File: config.mk
export PLATFORM = sky130hd
export DESIGN_NAME = dma_pcie_c2h_byp_dsc_issue
export DESIGN_NICKNAME = d
export VERILOG_FILES = /design/src/rtl/dma_pcie_c2h_byp_dsc_issue.sv
export SDC_FILE = /design/constraint.sdc
export NUM_CORES = 1
export LEC_CHECK = 0
export ABC_AREA = 0
export CAP_MARGIN = 30
export CORE_AREA = 2 2 370 372
export CTS_CLUSTER_SIZE = 16
export DETAILED_ROUTE_END_ITERATION = 7
export DIE_AREA = 0 0 372 374
export GPL_ROUTABILITY_DRIVEN = 0
export PLACE_DENSITY = 0.7
export SLEW_MARGIN = 5
export SYNTH_ARGS = -nofsm -noshare
export SYNTH_HDL_FRONTEND = slang
export SYNTH_SLANG_ARGS = --single-unit
File: constraint.sdc
create_clock -name user_clk -period 9.5 [get_ports user_clk]
set_clock_uncertainty 0.2 [all_clocks]
set_input_delay 1.425 -clock user_clk [delete_from_list [all_inputs] [get_ports user_clk]]
set_output_delay 1.425 -clock user_clk [all_outputs]
set_load 0.05 [all_outputs]
File: src/rtl/dma_pcie_c2h_byp_dsc_issue.sv
// Credit-gated, strictly in-order issue stage for the QDMA C2H bypass-in port.
// Define C2H_BYP_LEN_CHK_EN to drop zero-length descriptors and flag them on err_len_zero.
module dma_pcie_c2h_byp_dsc_issue #(
    parameter int QID_WIDTH  = 12,
    parameter int FIFO_DEPTH = 16,
    parameter int CRDT_W     = 8,
    parameter int CRDT_INIT  = 0
) (
    input  logic                        user_clk,
    input  logic                        user_reset,
    input  logic [63:0]                 s_dsc,
    input  logic [QID_WIDTH-1:0]        s_qid,
    input  logic [21:0]                 s_len,
    input  logic                        s_last,
    input  logic [1:0]                  s_chn,
    input  logic                        s_vld,
    output logic                        s_rdy,
    output logic [63:0]                 m_dsc,
    output logic [QID_WIDTH-1:0]        m_qid,
    output logic [21:0]                 m_len,
    output logic                        m_last,
    output logic [1:0]                  m_chn,
    output logic                        m_vld,
    input  logic [1:0]                  m_crdt_chn,
    input  logic                        m_crdt,
    output logic [4*CRDT_W-1:0]         crdt_avail,
    output logic [$clog2(FIFO_DEPTH):0] fifo_cnt,
    output logic                        err_crdt_ovf,
    output logic                        err_len_zero
);
    localparam int AW = $clog2(FIFO_DEPTH);
    localparam logic [CRDT_W-1:0] CRDT_MAX = {CRDT_W{1'b1}};

    typedef struct packed {
        logic [63:0]          dsc;
        logic [QID_WIDTH-1:0] qid;
        logic [21:0]          len;
        logic                 last;
        logic [1:0]           chn;
    } dsc_t;

    dsc_t                   mem_q [FIFO_DEPTH];
    logic [AW-1:0]          wr_ptr_q, wr_ptr_d, rd_ptr_q, rd_ptr_d;
    logic [AW:0]            cnt_q, cnt_d;
    logic                   rdy_q;
    logic [3:0][CRDT_W-1:0] crdt_q, crdt_d;
    logic [3:0]             inc_s, dec_s;
    logic                   ovf_s, accept_s, push_s, lz_s, issue_s;
    dsc_t                   head_s, in_s, m_q;
    logic                   m_vld_q, ovf_q, lz_q;

    assign in_s     = {s_dsc, s_qid, s_len, s_last, s_chn};
    assign head_s   = mem_q[rd_ptr_q];
    assign accept_s = s_vld && rdy_q;

`ifdef C2H_BYP_LEN_CHK_EN
    assign push_s = accept_s && (s_len != 22'd0);
    assign lz_s   = accept_s && (s_len == 22'd0);
`else
    assign push_s = accept_s;
    assign lz_s   = 1'b0;
`endif

    // Issue looks only at registered state, so a same-cycle push into an empty FIFO cannot issue.
    assign issue_s = (cnt_q != {(AW+1){1'b0}}) && (crdt_q[head_s.chn] != {CRDT_W{1'b0}});
    assign inc_s   = m_crdt  ? (4'b0001 << m_crdt_chn) : 4'b0000;
    assign dec_s   = issue_s ? (4'b0001 << head_s.chn) : 4'b0000;

    // Per-channel credit update; a return that would wrap is dropped and flagged instead.
    always_comb begin
        crdt_d = crdt_q;
        ovf_s  = 1'b0;
        for (int c = 0; c < 4; c++) begin
            if (inc_s[c] && !dec_s[c]) begin
                if (crdt_q[c] == CRDT_MAX) begin
                    ovf_s = 1'b1;
                end else begin
                    crdt_d[c] = crdt_q[c] + 1'b1;
                end
            end else if (dec_s[c] && !inc_s[c]) begin
                crdt_d[c] = crdt_q[c] - 1'b1;
            end else begin
                crdt_d[c] = crdt_q[c];
            end
        end
    end

    // FIFO pointer and occupancy next-state.
    always_comb begin
        wr_ptr_d = push_s  ? wr_ptr_q + 1'b1 : wr_ptr_q;
        rd_ptr_d = issue_s ? rd_ptr_q + 1'b1 : rd_ptr_q;
        case ({push_s, issue_s})
            2'b10:   cnt_d = cnt_q + 1'b1;
            2'b01:   cnt_d = cnt_q - 1'b1;
            default: cnt_d = cnt_q;
        endcase
    end

    // Control state, credits, registered bypass-in bus and error pulses.
    always_ff @(posedge user_clk) begin
        if (user_reset) begin
            wr_ptr_q <= {AW{1'b0}};
            rd_ptr_q <= {AW{1'b0}};
            cnt_q    <= {(AW+1){1'b0}};
            rdy_q    <= 1'b0;
            crdt_q   <= {4{CRDT_W'(CRDT_INIT)}};
            m_q      <= '0;
            m_vld_q  <= 1'b0;
            ovf_q    <= 1'b0;
            lz_q     <= 1'b0;
        end else begin
            wr_ptr_q <= wr_ptr_d;
            rd_ptr_q <= rd_ptr_d;
            cnt_q    <= cnt_d;
            rdy_q    <= (cnt_d != (AW+1)'(FIFO_DEPTH));
            crdt_q   <= crdt_d;
            m_vld_q  <= issue_s;
            ovf_q    <= ovf_s;
            lz_q     <= lz_s;
            if (issue_s) begin
                m_q <= head_s;
            end else begin
                m_q <= m_q;
            end
        end
    end

    // Descriptor storage; contents need no reset because the pointers gate every read.
    always_ff @(posedge user_clk) begin
        if (push_s) begin
            mem_q[wr_ptr_q] <= in_s;
        end
    end

    assign s_rdy        = rdy_q;
    assign m_dsc        = m_q.dsc;
    assign m_qid        = m_q.qid;
    assign m_len        = m_q.len;
    assign m_last       = m_q.last;
    assign m_chn        = m_q.chn;
    assign m_vld        = m_vld_q;
    assign crdt_avail   = crdt_q;
    assign fifo_cnt     = cnt_q;
    assign err_crdt_ovf = ovf_q;
    assign err_len_zero = lz_q;
endmodule

==> impl_results.md, run 1 <==
- Post-synth EDFFs: 1616
- CTS buffer count: roughly 180
- Max clock buf depth: 3
- Port Buf Inserts: 247
- Grt met3 use: 4.27%
- Nets: 3560
- Remaining antenna violation count after routing: 0
- Die X: 372 um
- Die area: 0.139 sq mm
- Ranking of synthesized cells by area: edfxtp_1 72%, mux4_2 17%, dfxtp_1 4.6%, nand2_1 1.2%, a21oi_1 0.90%
- Worst hold path class: flop to flop
- Core Footprint: 0.135 sq mm
- Cell count after synthesis: 3081
- Peak supply drop: 325 uV
- Top Usage Layer GRT: met2
- Max_slew headroom: a little over 30%
- Crit Path Class: flop to flop
- Setup Fix Bufs, Post-CTS: 0
- WP data arrival: 5.51 ns
- Area after DPL: 0.0721 sq mm
- Yosys reg bits: 1769
- DRC viols: 0
- Root buffer cell: clkbuf_16
- Global Route met1 Usage: 30.7%
- Lkg Pwr: around 24 nW
- RSZ-0062 raised after global routing: no
- Post-Route WL: 150000 um
- Ports: 249
- Worst-path cell chain: buf_4, buf_12, buf_4, mux4_2, mux4_2, nand2_1, a21oi_1
- Later-pin clock latency in the skew report: slightly above 0.8 ns
- Initial antenna violation count: 21
- Synthesized cell area: 0.0672 sq mm
- Routed via count: 32000
- Final Hold Viols: 0
- Clk slew on worst S/H paths: 0.06 ns
- GRT overflow: 0
- Sequential cell area fraction in the yosys report: 76.7%
- Min Tclk post-route: approximately 5.0 ns
- Design Area, Final: 0.0780 sq mm
- Die Height: between 300 and 400 um
- Row Count: 135
- Largest net degree at the start of global routing: 150
- Post-cts resize count: 0
- Avg Cell Area, Syn: 21.8 sq um
- Critical Path Max Stage Delay: 0.87 ns
- P per Cell Area: 273 mW/mm^2
- Final Setup Violations: 0
- CTS H-tree depth: 4
- Req. time, crit path: 9.98 ns
- Post-synth ARST share: 0%
- CTS hold repair buffers: 0
- Status: complete, no violations
- Share of cells above drive strength 1: 24.4%
- DR iter-0 viols: approximately 3400
- Period utilization: about 53%
- Gr usage total: between 20% and 30%
- Worst path slowest cell: dfxtp_4
- Syn_nets: 3224
- Sink Count: 1769
- Leading area contributor after synthesis: edfxtp_1
- Yosys cell types: 47
- FMAX: 199 MHz
- Startpoint Class: flop
- Synth-to-layout area growth: 16.0%
- Synth top area share: 72.2%
- Setup TNS: 0 ns
- Worst slew pin tran: approximately 1.0 ns
- Fill cell count: 9523
- Max Cap Viol: 0
- Primary FF master, synth: edfxtp_1
- Routed len/inst: 28.1 um
- Crit-path max FO: between 100 and 150
- Worst Setup End Kind: flop
- Final Max Tran Viols: 0
- Warnings from Yosys: 0
- Global-route wire length before repair: 220000 um
- TritonCTS clock tree: yes
- Drt first pass iters: 5
- Vias per inst: 5.97
- GR Util met2: 35.2%
- Initial Util: 49.8%
- Dpl hpwl: between 70000 and 80000 um
- Vias in the first global route: about 32000
==> critical path: cells and delay by family, from the launching register on <==
family                 cells  cell delay [ns]
DFF                        1             0.87
AOI/OAI and AO/OA          1             0.08
muxes                      2             1.08
buffers and inverters      3             2.32
and+or+nand+nor            1             0.08
==> cell usage in the layout (no fill, tap or decap), types with 13 or more instances in the layout <==
cell             instances
nor4_1                  13
a21oi_1                121
edfxtp_1              1616
xnor2_1                 30
clkinv_2                34
clkinv_1                19
ha_1                    32
mux4_2                 503
nor2_1                  69
mux2i_1                 31
clkbuf_1                47
clkbuf_8                15
clkbuf_16              176
nand2_1                219
clkdlybuf4s50_1        246
dfxtp_1                149
buf_4                   57
==> final cells by class <==
type | count | area (sq um) | area share (%)
diodes | 6 | 15.0 | 0.0193
clock buffers | 238 | 4790 | 6.14
clock inverters | 88 | 927 | 1.19
inverters | 11 | 46.3 | 0.0594
multi-input cells | 1141 | 15100 | 19.4
flip-flops and latches | 1769 | 51600 | 66.2
well taps | 1781 | 2230 | 2.86
repair buffers | 319 | 3250 | 4.17
==> registers in the layout, indices dropped and copies added (netlist names), named ones only <==
signal and cells:
mem_q 1616, err_crdt_ovf 1, wr_ptr_q 4, m_qid 12, m_vld 1, rd_ptr_q 4
crdt_avail 32, s_rdy 1, m_dsc 64, m_len 22, m_chn 2, fifo_cnt 5
m_last 1
==> stage by stage <==
stage	setup slack [ns]	power [mW]	hold slack (ns)	std cells	utilization (%)
after floorplan	2.54	12.9	0.259	3081	-
after global placement	4.26	14.6	0.240	5009	53.3
after detailed placement	4.28	14.7	0.246	5015	53.4
after CTS	4.27	21.4	0.254	5341	57.6
after global routing	4.01	22.1	0.267	5350	57.8
final	4.47	21.3	0.254	5353	57.8
==> path summary, 6_finish.rpt <==
check / start / endpoint / slack, ns / cells past startpoint
worst min-delay path: m_qid[3] / m_qid[3] / 0.25 / 2
worst min register to register: m_qid[3] / m_qid[3] / 0.25 / 2
worst max register to register: flop / m_dsc[42] / 4.47 / 7
worst max-delay path: flop / m_dsc[42] / 4.47 / 7
==> report_power, final <==
part           internal [mW]  switching (mW)
combinational           2.04            3.15
clock                   3.90            2.92
sequential              8.90           0.361
==> synthesized netlist by cell type, types with 2 or more instances <==
library cell	n
o21ai_0	12
ha_1	32
buf_1	36
a21o_1	8
nand2b_1	2
clkbuf_1	101
nor2_1	81
fa_1	4
nor3_1	12
mux4_2	503
mux2i_1	31
or3_1	4
buf_2	22
o21bai_1	4
xnor2_1	30
inv_1	10
mux2i_2	3
mux2_2	7
a211oi_1	8
a21oi_1	121
edfxtp_1	1616
nor2b_1	9
dfxtp_1	153
nand3_1	3
nor4_1	13
xor2_1	5
nand2_1	219
nand4_1	11
and3_1	2
a31oi_1	2
==> cells by family after synthesis <==
kind of cell             synth area share, %
AND/OR/NAND/NOR                         2.25
buffers and inverters                   1.00
flip-flops                              76.7
adder cells (fa/ha/maj)                0.715
AO/OA/AOI/OAI                           1.31
XOR/XNOR                               0.456
multiplexers                            17.5
other                                0.00558
==> per-layer routing <==
| metal | routed length (um) | vias to the layer above |
|---|---|---|
| met4 | 3320 | 30 |
| met3 | 11300 | 231 |
| li1 | - | 13500 |
| met5 | 183 | - |
| met1 | 60500 | 17000 |
| met2 | 75000 | 1215 |
Power figures use the tool's default switching activity.
==> inputs of run 2 (changes only) <==
==> constraint.sdc (replaced) <==
create_clock -name user_clk -period 4.4 [get_ports user_clk]
set_clock_uncertainty 0.2 [all_clocks]
set_input_delay 0.66 -clock user_clk [delete_from_list [all_inputs] [get_ports user_clk]]
set_output_delay 0.66 -clock user_clk [all_outputs]
set_load 0.05 [all_outputs]
==> impl_results.md, run 2 (synthesis gave the netlist of run 1 again) <==
- Status: complete, no violations (unchanged)
- DRC viols: 0 (unchanged)
- Lkg Pwr: 24.0 nW (was 23.8 nW)
- Commonest non-fill, non-tap cell in the layout: edfxtp_1 (unchanged)
- Share of cells above drive strength 1: 24.6% (was 24.4%)
- Die X: 372 um (unchanged)
- Reg with most FFs: mem_q (unchanged)
- Gr usage total: 22.1% (was 21.9%)
- Fill cell count: 9529 (was 9523)
- GRT overflow: 0 (unchanged)
- Top Layer Used: met5 (unchanged)
- Later-pin clock latency in the skew report: 0.83 ns (was 0.81 ns)
- Period utilization: 91.6% (was 52.9%)
- Min Tclk post-route: 4.03 ns (was 5.03 ns)
- Max reg flops: 1616 (unchanged)
- Row Count: 135 (unchanged)
- CTS H-tree depth: 4 (unchanged)
- Post-layout util: 58.2% (was 57.8%)
- Post-Route WL: 151000 um (was 150000 um)
- Max Cap Viol: 0 (unchanged)
- Clk slew on worst S/H paths: 0.06 ns (about the same)
- Die area: 0.139 sq mm (unchanged)
- Crit-path max FO: 9 (was 115)
- Port Buf Inserts: 247 (unchanged)
- Peak supply drop: 1140 uV (was 325 uV)
- Final Setup Violations: 0 (unchanged)
- Ports: 249 (unchanged)
- Post-cts resize count: 0 (unchanged)
- Vias per inst: 5.96 (was 5.97)
- Initial antenna violation count: 27 (was 21)
- Nets: 3572 (was 3560)
- Req. time, crit path: 4.89 ns (was 9.98 ns)
- Max_slew headroom: 30.4% (was 30.9%)
- Final Hold Viols: 0 (unchanged)
- Worst Setup End Kind: flop (unchanged)
- TritonCTS clock tree: yes (unchanged)
- Max clock buf depth: 3 (unchanged)
- Met3 WL: 11800 um (was 11300 um)
- CTS buffer count: 176 (was 175)
- Sink Count: 1769 (unchanged)
- P per Cell Area: 589 mW/mm^2 (was 273 mW/mm^2)
- Remaining antenna violation count after routing: 0 (unchanged)
- Design Area, Final: 0.0786 sq mm (was 0.0780 sq mm)
- FMAX: 248 MHz (was 199 MHz)
- Met2 routed WL: 74100 um (was 75000 um)
- Area after DPL: 0.0727 sq mm (was 0.0721 sq mm)
- Non-Filler Instances: 5369 (was 5353)
- Crit Path Class: flop to flop (unchanged)
- DR iter-0 viols: 3341 (was 3436)
- Core Footprint: 0.135 sq mm (unchanged)
- Setup TNS: 0 ns (unchanged)
- CTS hold repair buffers: 0 (unchanged)
- Global-route wire length before repair: 222000 um (was 220000 um)
- Die Height: 374 um (unchanged)
- Largest net degree at the start of global routing: 137 (was 150)
- Vias in the first global route: 32700 (was 32500)
- Drt first pass iters: 5 (unchanged)
- FF/Latch Area: 0.0516 sq mm (unchanged)
- Dpl hpwl: 75800 um (was 77000 um)
- Multi-input logic area: 0.0151 sq mm (unchanged)
- Final Max Tran Viols: 0 (unchanged)
- Total power: 46.2 mW (was 21.3 mW)
- WL met1: 61500 um (was 60500 um)
- Worst slew pin tran: 1.04 ns (about the same)
- Setup Fix Bufs, Post-CTS: 0 (unchanged)
- Routed len/inst: 28.1 um (about the same)
- Synth-to-layout area growth: 16.9% (was 16.0%)
- Worst hold path class: flop to flop (unchanged)
- WP data arrival: 4.52 ns (was 5.51 ns)
- DP Cell Count: 5030 (was 5015)
- Commonest non-fill, non-tap cells in the layout: 1616 x edfxtp_1, 503 x mux4_2, 246 x clkdlybuf4s50_1 (unchanged)
- Initial Util: 49.8% (unchanged)
- Routed via count: 32000 (about the same)
- RSZ-0062 raised after global routing: no (unchanged)
- Startpoint Class: flop (unchanged)
- Root buffer cell: clkbuf_16 (unchanged)
## run 2: cell count changes in the layout (fill, tap and decap cells not counted), sizes merged
cell	previous run	this run
clkinv	60	72
bufinv	12	19
clkinvlp	5	4
buf	73	83
diode	6	8
dlygate4sd3	0	1
clkbuf	238	227
inv	22	18
## run 2: worst paths after layout
kind / from / endpoint / slack, ns / cells past startpoint
max: flop / crdt_avail[15] / 0.37 / 13
min: m_dsc[17] / m_dsc[17] / 0.25 / 2
max reg2reg: flop / crdt_avail[15] / 0.37 / 13
min reg2reg: m_dsc[17] / m_dsc[17] / 0.25 / 2
## run 2: metrics by stage
stage               hold slack, ns  setup slack, ns
floorplan                    0.259           -0.183
global placement             0.239            0.386
detailed placement           0.243            0.366
CTS                          0.201            0.351
global route                 0.266           0.0602
finish                       0.249            0.372
## run 2: report_power, final
group	internal, mW	leakage (nW)	switching, mW
sequential	19.2	15.8	0.691
clock	8.71	2.86	6.31
combinational	4.39	5.37	6.91
## run 2: worst max-delay path, stage by stage (launching register included)
cell and delay [ns]:
dfxtp_4 0.43, mux4_2 0.51, mux2i_1 0.14, mux2i_1 0.23, nand4b_1 0.41, nand2_1 0.36, ha_1 0.30, a21o_1 0.19
a211oi_1 0.24, nor2_1 0.10, nor4_1 0.17, nor3_1 0.11, mux2i_1 0.17, mux2_2 0.34
## run 2: final cells by class
class                      count  share of cell area (%)
antenna                        8                  0.0255
clock buffer                 227                    5.98
clock inverter               102                    1.46
inverter                      11                  0.0589
multi-input combinational   1141                    19.2
sequential                  1769                    65.7
tap                         1781                    2.84
timing repair buffer         330                    4.74
## run 2: layer usage
metal,vias up,GRT usage [%]
met5,-,0
met4,28,6.66
li1,13500,-
met1,17000,30.8
met3,245,4.90
met2,1241,35.3
